## src/rtl/tiny_seq_decode.sv

```systemverilog
// Fetch/decode/writeback sequencer driving an external 8-bit ADD/SUB ALU from a 4x8 register file.
// Latency: LDI 3 cycles, ADD/SUB 5 cycles, HALT 3 cycles to reach HALTED; imem read data expected one cycle after imem_en.
// Backpressure: none; instruction memory and ALU are fixed-latency, start is ignored unless idle.
module tiny_seq_decode #(
    parameter int                ADDR_W     = 8,
    parameter logic [ADDR_W-1:0] START_ADDR = '0
) (
    input  logic              clk,
    input  logic              reset,
    input  logic              start,
    output logic              imem_en,
    output logic [ADDR_W-1:0] imem_addr,
    input  logic [15:0]       imem_rdata,
    output logic [7:0]        operand_a,
    output logic [7:0]        operand_b,
    output logic              opcode,
    input  logic [7:0]        alu_result,
    output logic              busy,
    output logic              halted,
    input  logic [1:0]        dbg_sel,
    output logic [7:0]        dbg_data
);

    typedef enum logic [2:0] {
        S_IDLE,
        S_FETCH,
        S_WAIT,
        S_DECODE,
        S_EXEC,
        S_WB,
        S_HALTED
    } state_t;

    localparam logic [1:0] OP_LDI  = 2'b10;
    localparam logic [1:0] OP_HALT = 2'b11;

    state_t            state_q, state_d;
    logic [ADDR_W-1:0] pc_q, pc_d;
    logic [15:0]       instr_q, instr_d;
    logic [7:0]        rf_q [4];
    logic [7:0]        rf_d [4];
    logic [7:0]        operand_a_q, operand_a_d;
    logic [7:0]        operand_b_q, operand_b_d;
    logic              opcode_q, opcode_d;

    logic [1:0] op_f;
    logic [1:0] rd_f;
    logic [1:0] rs1_f;
    logic [1:0] rs2_f;
    logic [7:0] imm_f;

    assign op_f  = instr_q[15:14];
    assign rd_f  = instr_q[13:12];
    assign rs1_f = instr_q[11:10];
    assign rs2_f = instr_q[9:8];
    assign imm_f = instr_q[7:0];

    always_comb begin
        state_d     = state_q;
        pc_d        = pc_q;
        instr_d     = instr_q;
        rf_d        = rf_q;
        operand_a_d = operand_a_q;
        operand_b_d = operand_b_q;
        opcode_d    = opcode_q;
        case (state_q)
            S_IDLE: begin
                if (start) begin
                    state_d = S_FETCH;
                    pc_d    = START_ADDR;
                end
            end
            S_FETCH: state_d = S_WAIT;
            S_WAIT: begin
                instr_d = imem_rdata;
                state_d = S_DECODE;
            end
            S_DECODE: begin
                case (op_f)
                    OP_LDI: begin
                        rf_d[rd_f] = imm_f;
                        pc_d       = pc_q + ADDR_W'(1);
                        state_d    = S_FETCH;
                    end
                    OP_HALT: state_d = S_HALTED;
                    default: begin
                        operand_a_d = rf_q[rs1_f];
                        operand_b_d = rf_q[rs2_f];
                        opcode_d    = op_f[0];
                        state_d     = S_EXEC;
                    end
                endcase
            end
            // ALU registers the operands at the end of EXEC; its result is valid in WB.
            S_EXEC: state_d = S_WB;
            S_WB: begin
                rf_d[rd_f] = alu_result;
                pc_d       = pc_q + ADDR_W'(1);
                state_d    = S_FETCH;
            end
            S_HALTED: state_d = S_HALTED;
            default:  state_d = S_IDLE;
        endcase
    end

    always_ff @(posedge clk) begin
        if (reset) begin
            state_q     <= S_IDLE;
            pc_q        <= START_ADDR;
            instr_q     <= '0;
            rf_q        <= '{default: '0};
            operand_a_q <= '0;
            operand_b_q <= '0;
            opcode_q    <= 1'b0;
        end else begin
            state_q     <= state_d;
            pc_q        <= pc_d;
            instr_q     <= instr_d;
            rf_q        <= rf_d;
            operand_a_q <= operand_a_d;
            operand_b_q <= operand_b_d;
            opcode_q    <= opcode_d;
        end
    end

    assign imem_en   = (state_q == S_FETCH);
    assign imem_addr = pc_q;
    assign operand_a = operand_a_q;
    assign operand_b = operand_b_q;
    assign opcode    = opcode_q;
    assign busy      = (state_q != S_IDLE) && (state_q != S_HALTED);
    assign halted    = (state_q == S_HALTED);
    assign dbg_data  = rf_q[dbg_sel];

endmodule

```

## config.mk

```make
export PLATFORM = sky130hd
export DESIGN_NAME = tiny_seq_decode
export DESIGN_NICKNAME = d
export VERILOG_FILES = /design/src/rtl/tiny_seq_decode.sv
export SDC_FILE = /design/constraint.sdc
export NUM_CORES = 1
export LEC_CHECK = 0
export BUFFER_PORTS_ARGS = -buffer_cell sky130_fd_sc_hd__clkbuf_2
export CAP_MARGIN = 20
export CORE_AREA = 2 2 86 88
export CTS_BUF_LIST = sky130_fd_sc_hd__clkbuf_8
export DETAILED_ROUTE_END_ITERATION = 16
export DIE_AREA = 0 0 88 90
export PLACE_DENSITY_LB_ADDON = 0.15
export SLEW_MARGIN = 20
export SYNTH_ARGS = -nofsm -noshare
export SYNTH_HDL_FRONTEND = slang
export SYNTH_SLANG_ARGS = --single-unit
```

## constraint.sdc

```tcl
create_clock -name clk -period 1.9 [get_ports clk]
set_clock_uncertainty 0.2 [all_clocks]
set_input_delay 0.19 -clock clk [delete_from_list [all_inputs] [get_ports clk]]
set_output_delay 0.19 -clock clk [all_outputs]
set_load 0.05 [all_outputs]
```

==> results of run 1 <==
timing repair:
action / in CTS / in global routing
pin swaps: 1 / 1
setup endpoints to repair: 3 / 5
hold buffers: 17 / 0
setup buffers: 0 / 4
hold endpoints to repair: 17 / 0
resized for setup: 9 / 8
path summary, 6_finish.rpt:
| kind | endpoint | start | slack [ns] | depth (start not counted) |
|---|---|---|---|---|
| max | busy | state_q[2] | 0.03 | 4 |
| min | state_q[0] | start | 0.06 | 3 |
| max reg2reg | imem_addr[7] | state_q[2] | 0.07 | 4 |
| min reg2reg | operand_b[4] | operand_b[4] | 0.26 | 2 |
cells in the mapped netlist, types with 2 or more instances:
| cell type | instances | area [um^2] |
|---|---|---|
| a21oi_1 | 38 | 190 |
| o21ai_0 | 6 | 30.0 |
| inv_1 | 2 | 7.51 |
| buf_2 | 11 | 55.1 |
| nor3b_1 | 4 | 30.0 |
| buf_1 | 3 | 11.3 |
| mux4_2 | 24 | 541 |
| mux2i_1 | 8 | 80.1 |
| a211oi_1 | 31 | 233 |
| a211oi_2 | 2 | 25.0 |
| a32o_1 | 3 | 30.0 |
| or3_1 | 2 | 12.5 |
| and3_1 | 6 | 37.5 |
| nand3_1 | 4 | 20.0 |
| dfxtp_1 | 76 | 1520 |
| nand2_1 | 68 | 255 |
| nor2_1 | 38 | 143 |
| nand3b_1 | 4 | 30.0 |
| clkbuf_1 | 14 | 52.6 |
| nor3_1 | 3 | 15.0 |
flip-flops by register name (all words and copies together) (netlist names):
signal	count
instr_q	16
imem_addr	8
rf_q	32
operand_b	8
state_q	3
operand_a	8
opcode	1
area by class of cell:
type | instances | area, um^2 | share of cell area
multi-input combinational | 263 | 1930 | 0.422
sequential | 76 | 1530 | 0.334
timing repair buffer | 110 | 734 | 0.160
clock buffer | 9 | 124 | 0.0270
tap | 99 | 124 | 0.0270
clock inverter | 7 | 123 | 0.0268
inverter | 3 | 12.5 | 0.00273
power by group:
group | leakage [uW] | switching [uW] | internal, uW
combinational | 0.000989 | 258 | 211
sequential | 0.000616 | 45.8 | 1630
clock | 0.000122 | 634 | 884
metal layers:
metal	GRT usage	share of wire	vias to the layer above
li1	-	-	1543
met4	0.0833	0.016	0
met5	0	0	-
met2	0.356	0.47	95
met1	0.316	0.45	1494
met3	0.0579	0.058	9
cell usage in the layout, fill, tap and decap left out, types with 2 or more instances in the layout:
master         count
a211oi_1          31
a211oi_2           2
a21oi_1           38
a32o_1             3
and3_1             6
buf_4             27
bufinv_16          3
clkbuf_2          63
clkbuf_8           9
clkinv_2           2
dfxtp_1           71
dfxtp_2            3
dfxtp_4            2
dlygate4sd3_1     17
inv_1              2
mux2i_1            7
mux4_2            24
nand2_1           68
nand3_1            4
nand3b_1           4
nor2_1            38
nor3_1             2
nor3b_1            4
o21ai_0            4
o21ai_1            2
tightest hold or removal path, delay by kind of cell:
family / cells / cell delay (ns)
compound gates: 1 / 0.10
simple gates: 1 / 0.18
buf+inv: 1 / 0.10
stage by stage:
| step | setup slack [ns] | hold slack, ns | instance area, um^2 |
|---|---|---|---|
| floorplan | 0.0820 | 0.126 | 3570 |
| CTS | -0.00951 | 0.0368 | 4530 |
| global placement | 0.112 | 0.212 | 4090 |
| finish | 0.0260 | 0.0577 | 4580 |
| detailed placement | 0.0720 | 0.220 | 4090 |
| global route | -0.00876 | 0.0918 | 4580 |
cell families (layout without fill, tap and decap cells):
family          count (synthesis)  after routing  synth area share
mux                            32             32             0.174
compound gates                 88             88             0.169
buf+inv                        32            129            0.0397
simple gates                  142            142             0.187
flops                          76             76             0.427
fa+ha+maj                       1              1           0.00351
==> summary.md, run 1 <==
| Metric | Value |
|---|---|
| Cells after synthesis | 371 |
| P per Cell Area | 799 nW/um^2 |
| FMAX | 534 MHz |
| Clock sinks | 76 |
| Final nets | 493 |
| Peak supply drop | 0.542 mV |
| Post-synth EDFFs | 0 |
| Syn Nets | 401 |
| CTS tree | done |
| Nature of the critical path startpoint | flop |
| FP Rows | 31 |
| Area growth syn-to-layout | 28.6% |
| IO buf count | 64 |
| Sequential cell area fraction in the yosys report | 0.427 |
| Clk buf depth | 2 |
| Vias in the first global route | 2940 |
| HP Class | in2reg |
| Clk slew on worst S/H paths | 0.09 ns |
| DRT antenna net count | 0 |
| Worst-path cell chain | buf_6 -> nor2b_4 -> or3_4 -> buf_8 |
| Ys Warns | 0 |
| Placed Cells | 530 |
| TritonCTS Buffers | 9 |
| Asr flop ratio synth | 0 |
| Die area | 7920 um^2 |
| Initial antenna violation count | 0 |
| Die width | 88 um |
| RSZ-0062 raised after global routing | true |
| Die height | 90 um |
| Data arrival, critical path | 1.48 ns |
| Hold Vio Cnt, Final | 0 |
| Finished Layout Cells | 567 |
| CP Capture Type | primary output |
| Worst Tran Pin Value | 0.504 ns |
| Status | completed |
| MaxCap Viol Count | 0 |
| Post-Syn Area | 3560 um^2 |
| Worst path slowest cell | dfxtp_4 |
| GR Overflow Total | 0 |
| Antenna diodes | 0 |
| GPL Wtd Cong | 0.786 |
| Starting density of the core | 0.508 |
| Dpl hpwl | 5930 um |
| Unique masters post-synth | 44 |
| Setup violators final | 0 |
| Final min period | 1.87 ns |
| Crit path max fanout | 6 |
| Wirelength per Cell | 15.6 um |
| Post-Syn Area per Cell | 9.61 um^2 |
| CTS H-Tree Depth | 3 |
| Crit path kind | reg2out |
| Share of layout cells above drive strength 1 | 0.323 |
| Drt first pass iters | 5 |
| WL final | 8820 um |
| Clock Latency Late Sink | 0.35 ns |
| Setup TNS | 0 ns |
| Initial drt markers | 244 |
| Vias | 3141 |
| Seq cells post-synth | 76 |
| CP max stage delay | 0.37 ns |
| Final Util | 0.653 |
| Number of vias per cell | 5.54 |
| Largest net degree at the start of global routing | 37 |
| Fin. max-slew vios | 0 |
| DRC Markers | 0 |
| Ys flop type | dfxtp_1 |
| Kind of cell adding the most delay to the critical path | simple AND/OR/NAND/NOR gates |
| CTS root buffer | clkbuf_8 |
| Static Leakage | 0.00173 uW |
| Crit path required time | 1.51 ns |
| Boundary Pins | 65 |
| GRT Total Usage | 0.232 |
| Fillers | 594 |
| Final period utilization | 0.986 |
| Buf/Inv on CP | 2 |
| Worst relative slew slack | 0.663 |
| Global-route wire length before repair | 14400 um |
| Core Area | 7020 um^2 |
| Final total power | 3660 uW |
(Power assumes the default switching activity.)
==> run 2: changes to the inputs <==
ABC_AREA = 1   (was unset)
CORE_AREA = 2 2 83 85   (was 2 2 86 88)
DIE_AREA = 0 0 85 87   (was 0 0 88 90)
clock period = 2.2 ns   (was 1.9 ns; I/O delays follow)
==> run 2 against run 1 <==
Compared with the run above: first-iteration DRC count increased by 13%; non-clock buffer count decreased by 25; clock-buffer cell count increased by 1; cell count increased by 29%; area after synthesis increased by 6.8%.
==> summary.md, run 2 <==
| Metric | Value |
|---|---|
| Largest regs | rf_q x32, instr_q x16 |
| GR Overflow Total | 0 (unchanged) |
| FMAX | 504 MHz |
| CP Capture Type | primary output |
| Final Util | 0.689 (+0.0361) |
| IO buf count | 64 (unchanged) |
| Final period utilization | 0.902 |
| Hold Vio Cnt, Final | 0 (unchanged) |
| Top cell type's share of synthesized area | 0.399 (-0.0273) |
| Ys Warns | 0 (unchanged) |
| Ys flop type | dfxtp_1 |
| Final min period | 1.98 ns |
| Nature of the critical path startpoint | flop |
| Largest Register | rf_q |
| Die area | 7400 um^2 (-6.6%) |
| Reg-to-Reg End | rf_q[5] |
| CP startpoint | state_q[0] |
| Commonest non-fill, non-tap cell in the layout | nand2_1 |
| Vias in the first global route | 3440 (+17%) |
| Vias | 3916 (+25%) |
| Max FFs per register | 32 (unchanged) |
| Crit path max fanout | 7 (+1) |
| Fin area | 4530 um^2 (-1.3%) |
| Number of vias per cell | 5.36 (-3.2%) |
| RSZ-0062 raised after global routing | false |
| Commonest cells post-synth | 97 x nand2_1, 91 x o21ai_0, 79 x a21oi_1, 79 x inv_1, 76 x dfxtp_1 |
| Die width | 85 um (-3.4%) |
| Cells after synthesis | 582 (+57%) |
| Buf/Inv on CP | 2 (unchanged) |
| Placed Cells | 700 (+32%) |
| Syn Nets | 612 (+53%) |
| Largest net degree at the start of global routing | 62 (+68%) |
| WP depth | 3 (-1) |
| Area leader, netlist | dfxtp_1 |
| CTS root buffer | clkbuf_8 |
| Peak supply drop | 0.536 mV (-1.1%) |
| Area contributors post-synth | dfxtp_1 40%, o21ai_0 12%, a21oi_1 10% |
| Fin. max-slew vios | 0 (unchanged) |
| Clock sinks | 76 (unchanged) |
| Post-synth EDFFs | 0 (unchanged) |
| Worst Tran Pin Value | 0.631 ns (+0.126 ns) |
| Post-CTS setup buffers | 0 (unchanged) |
| FP Rows | 30 (-3.2%) |
| Post-Syn Area per Cell | 6.54 um^2 (-32%) |
| Setup violators final | 0 (unchanged) |
| Die height | 87 um (-3.3%) |
| Setup TNS | 0 ns (unchanged) |
| DRC Markers | 0 (unchanged) |
| Worst reg-to-reg setup slack | 0.26 ns (+0.19 ns) |
| Crit path required time | 1.78 ns (+0.27 ns) |
| Post_cts resized | 0 (-9) |
| Clk slew on worst S/H paths | 0.07 ns (-0.02 ns) |
| Worst-case reg-to-reg path depth | 6 (+2) |
| Post-Syn Area | 3810 um^2 (+6.8%) |
| Static Leakage | 0.00201 uW (+17%) |
| Antenna diodes | 0 (unchanged) |
| Area growth syn-to-layout | 18.8% |
| Starting density of the core | 0.580 (+0.0721) |
| Kind of cell adding the most delay to the critical path | flip-flops |
| Dpl hpwl | 6470 um (+9.0%) |
| CTS H-Tree Depth | 3 (unchanged) |
| Commonest cells after routing, fill and taps aside | 97 x nand2_1, 91 x o21ai_0, 79 x inv_1, 79 x a21oi_1, 76 x dfxtp_1 |
| TritonCTS Buffers | 9 (unchanged) |
| Data arrival, critical path | 1.56 ns (+0.08 ns) |
| GRT Total Usage | 0.261 (+0.0289) |
| Worst path slowest cell | dfxtp_1 |
| Crit path kind | reg2out |
| Asr flop ratio synth | 0 (unchanged) |
| Worst relative slew slack | 0.579 (-0.0842) |
| Unique masters post-synth | 24 (-45%) |
| Core Area | 6570 um^2 (-6.4%) |
| CTS tree | done |
| Fillers | 559 (-5.9%) |
| Finished Layout Cells | 730 (+29%) |
| GPL Wtd Cong | 0.869 (+10%) |
| Cts hold-fix bufs | 15 (-2) |
| Initial drt markers | 276 (+13%) |
| HP Class | in2reg |
| Most numerous cell in the Yosys netlist | nand2_1 |
| Wirelength per Cell | 12.8 um (-18%) |
| Reg2reg start | state_q[2] |
| Clock Latency Late Sink | 0.34 ns (about the same) |
| Share of layout cells above drive strength 1 | 0.151 (-0.172) |
| MaxCap Viol Count | 0 (unchanged) |
| Boundary Pins | 65 (unchanged) |
| Global-route wire length before repair | 15800 um (+10%) |
| Final nets | 676 (+37%) |
| WL final | 9340 um (+5.9%) |
| Sequential cell area fraction in the yosys report | 0.399 (-0.0273) |
| DRT antenna net count | 0 (unchanged) |
| Worst-path cell chain | inv_1 -> nor3_1 -> clkbuf_2 |
| P per Cell Area | 850 nW/um^2 (+6.4%) |
| Crit path to | imem_en |
| Clk buf depth | 2 (unchanged) |
| Initial antenna violation count | 0 (unchanged) |
| Post-placement cell area | 4140 um^2 (+1.3%) |
| Drt first pass iters | 5 (unchanged) |
| CP max stage delay | 0.55 ns (+0.18 ns) |
| Seq cells post-synth | 76 (unchanged) |
| Status | completed |
run 2: tightest hold or removal path, cell delays in order:
cell and delay, ns:
clkbuf_2 0.07, o21ai_0 0.09, a21oi_1 0.13
run 2: worst min path at each step:
stage,slack [ns],cells after the start,startpoint,end
after floorplan,0.18,2,imem_rdata[0],instr_q[0]
after global routing,0.05,5,start,state_q[0]
after global placement,0.25,2,instr_q[6],instr_q[6]
final,0.02,3,imem_rdata[13],instr_q[13]
after CTS,0.01,3,imem_rdata[13],instr_q[13]
after detailed placement,0.25,2,instr_q[3],instr_q[3]
run 2: report_power, final:
group | switching (uW) | internal (uW) | total (uW)
clock | 496 | 775 | 1270
sequential | 129 | 1490 | 1610
combinational | 672 | 288 | 960
run 2: layout make-up:
class / instances / area [um^2] / area share
clock buffers: 10 / 138 / 0.0304
clock inverters: 5 / 100 / 0.0221
inverters: 84 / 315 / 0.0697
multi-input cells: 390 / 1840 / 0.406
flip-flops and latches: 76 / 1520 / 0.336
well taps: 80 / 100 / 0.0221
repair buffers: 85 / 515 / 0.114
run 2: logic make-up after synthesis:
kind of cell / count (synthesis) / synth area share
AOI/OAI and AO/OA: 191 / 0.256
buffers and inverters: 116 / 0.122
DFF: 76 / 0.399
and+or+nand+nor: 198 / 0.219
adders and majority gates: 1 / 0.00328
run 2: routing by layer:
layer | vias up | share of wire | GRT usage
li1 | 2019 | - | -
met1 | 1717 | 0.46 | 0.344
met2 | 167 | 0.46 | 0.445
met3 | 13 | 0.064 | 0.0351
met4 | 0 | 0.013 | 0.0794
met5 | - | 0 | 0
run 2: per-stage QoR:
stage | hold WS, ns | power, uW | setup slack [ns]
floorplan | 0.185 | 2360 | 0.0690
global placement | 0.249 | 2550 | 0.305
detailed placement | 0.252 | 2570 | 0.282
CTS | 0.0126 | 3850 | 0.215
global route | 0.0544 | 4040 | 0.0537
finish | 0.0152 | 3840 | 0.215
==> run 3: changes to the inputs <==
CORE_AREA = 3 3 84 86   (was 2 2 83 85)
DIE_AREA = 0 0 87 89   (was 0 0 85 87)
==> run 3 against run 2 <==
Compared with the run above: total power decreased by 6.4%; sequential share of layout area grew 0.42 points; sequential power hardly changed; register-to-register slack hardly changed; design area shrank 1.2%; largest power group unchanged.
==> summary.md, run 3 (synthesized netlist as in run 2, its figures left out) <==
| Metric | Value |
|---|---|
| Drt first pass iters | 4 (-1) |
| HP Class | in2reg |
| Status | completed |
| Post-CTS setup buffers | 0 (unchanged) |
| Antenna diodes | 0 (unchanged) |
| Setup violators final | 0 (unchanged) |
| Worst reg-to-reg setup slack | 0.25 ns (about the same) |
| Hold path depth | 5 (+2) |
| Share of layout cells above drive strength 1 | 0.148 (-0.00285) |
| Crit path kind | in2out |
| Final period utilization | 0.893 (-0.00937) |
| Cts hold-fix bufs | 16 (+1) |
| CP Capture Type | primary output |
| Worst relative slew slack | 0.566 (-0.0134) |
| Initial antenna violation count | 0 (unchanged) |
| DRT antenna net count | 0 (unchanged) |
| CTS H-Tree Depth | 3 (unchanged) |
| Area growth syn-to-layout | 17.3% |
| CTS tree | done |
| MaxCap Viol Count | 0 (unchanged) |
| Post_cts resized | 0 (unchanged) |
| Worst-case reg-to-reg path depth | 5 (-1) |
| Crit path required time | 1.78 ns (about the same) |
| Die height | 89 um (+2.3%) |
| Starting density of the core | 0.600 (+0.0200) |
| Final nets | 675 (-0.15%) |
| FMAX | 509 MHz (+1.0%) |
| Clk buf depth | 2 (unchanged) |
| Worst hold slack | 0.0232 ns (+0.00794 ns) |
| DRC Markers | 0 (unchanged) |
| Dpl hpwl | 6540 um (+1.1%) |
| Setup TNS | 0 ns (unchanged) |
| Peak supply drop | 0.594 mV (+11%) |
| Hold_sp | start |
| Fin area | 4470 um^2 (-1.2%) |
| Commonest non-fill, non-tap cell in the layout | nand2_1 |
| Nature of the critical path startpoint | primary input |
| Clock sinks | 76 (unchanged) |
| Die width | 87 um (+2.4%) |
| Vias | 3953 (+0.94%) |
| Fin. max-slew vios | 0 (unchanged) |
| Clock Latency Late Sink | 0.34 ns (about the same) |
| Vias in the first global route | 3506 (+1.9%) |
| Largest net degree at the start of global routing | 62 (unchanged) |
| Reg-to-Reg End | rf_q[0] |
| Boundary Pins | 65 (unchanged) |
| Global-route wire length before repair | 16100 um (+1.8%) |
| CTS root buffer | clkbuf_8 |
| Data arrival, critical path | 1.54 ns (-0.02 ns) |
| Die area | 7740 um^2 (+4.7%) |
| WHS Endpoint | state_q[0] |
| GPL Wtd Cong | 0.870 (+0.16%) |
| WL final | 9370 um (+0.39%) |
| Core Area | 6350 um^2 (-3.3%) |
| Wirelength per Cell | 12.9 um (+0.94%) |
| Reg2reg start | state_q[0] |
| Static Leakage | 0.00198 uW (-1.5%) |
| P per Cell Area | 805 nW/um^2 (-5.3%) |
| Commonest cells after routing, fill and taps aside | 97 x nand2_1, 91 x o21ai_0, 79 x inv_1, 79 x a21oi_1, 76 x dfxtp_1 |
| GRT Total Usage | 0.261 (+0.000739) |
| IO buf count | 64 (unchanged) |
| Final min period | 1.96 ns (-0.0206 ns) |
| Crit path max fanout | 24 (+17) |
| Largest regs | rf_q x32, instr_q x16 |
| Number of vias per cell | 5.44 (+1.5%) |
| Max FFs per register | 32 (unchanged) |
| TritonCTS Buffers | 9 (unchanged) |
| Hold Vio Cnt, Final | 0 (unchanged) |
| Largest Register | rf_q |
| FP Rows | 29 (-3.3%) |
| Clk slew on worst S/H paths | 0.07 ns (about the same) |
| Worst Tran Pin Value | 0.651 ns (+0.0201 ns) |
| GR Overflow Total | 0 (unchanged) |
| RSZ-0062 raised after global routing | false |
| Fillers | 563 (+0.72%) |
| Initial drt markers | 351 (+27%) |
| Post-placement cell area | 4120 um^2 (-0.45%) |
==> run 3: cell type report <==
type / instances / area (um^2) / share of cell area
Inverter: 84 / 315 / 0.0705
Multi-Input combinational cell: 390 / 1840 / 0.411
Clock inverter: 5 / 52.6 / 0.0118
Tap cell: 77 / 96.3 / 0.0216
Timing Repair Buffer: 84 / 510 / 0.114
Clock buffer: 10 / 138 / 0.0308
Sequential cell: 76 / 1520 / 0.340
==> run 3: report_power, final <==
group	internal (uW)	switching, uW	leakage, uW
clock	543	494	0.0000979
combinational	282	663	0.00127
sequential	1490	131	0.000615
total	2310	1290	0.00198
==> run 3: critical path: stages <==
cell,delay (ns)
clkbuf_2,0.20
inv_1,0.34
o21ai_0,0.27
a21oi_1,0.06
a21oi_1,0.16
clkbuf_2,0.30
==> run 3: how the worst max path moves through the flow <==
stage,endpoint,cells past startpoint,startpoint,slack [ns]
after floorplan,busy,4,state_q[2],0.07
after global placement,dbg_data[7],6,dbg_sel[0],0.32
after detailed placement,dbg_data[0],6,dbg_sel[0],0.25
after CTS,imem_en,3,state_q[0],0.24
after global routing,dbg_data[6],6,dbg_sel[0],0.06
final,dbg_data[6],6,dbg_sel[0],0.24
==> run 3: metrics by stage <==
step                      total power [uW]  setup slack [ns]   util  instances
after floorplan                       2360            0.0690      -        582
after global placement                2540             0.322  0.649        695
after detailed placement              2560             0.250  0.649        695
after CTS                             3610             0.236  0.704        726
after global routing                  3810            0.0556  0.704        726
final                                 3600             0.236  0.704        726
==> run 3: routing by layer <==
| metal | share of wire | wire [um] | vias up | global-route usage |
|---|---|---|---|---|
| li1 | - | - | 2021 | - |
| met1 | 0.45 | 4240 | 1744 | 0.351 |
| met2 | 0.45 | 4230 | 171 | 0.425 |
| met3 | 0.074 | 694 | 17 | 0.0304 |
| met4 | 0.023 | 214 | 0 | 0.116 |
| met5 | 0 | 0 | - | 0 |
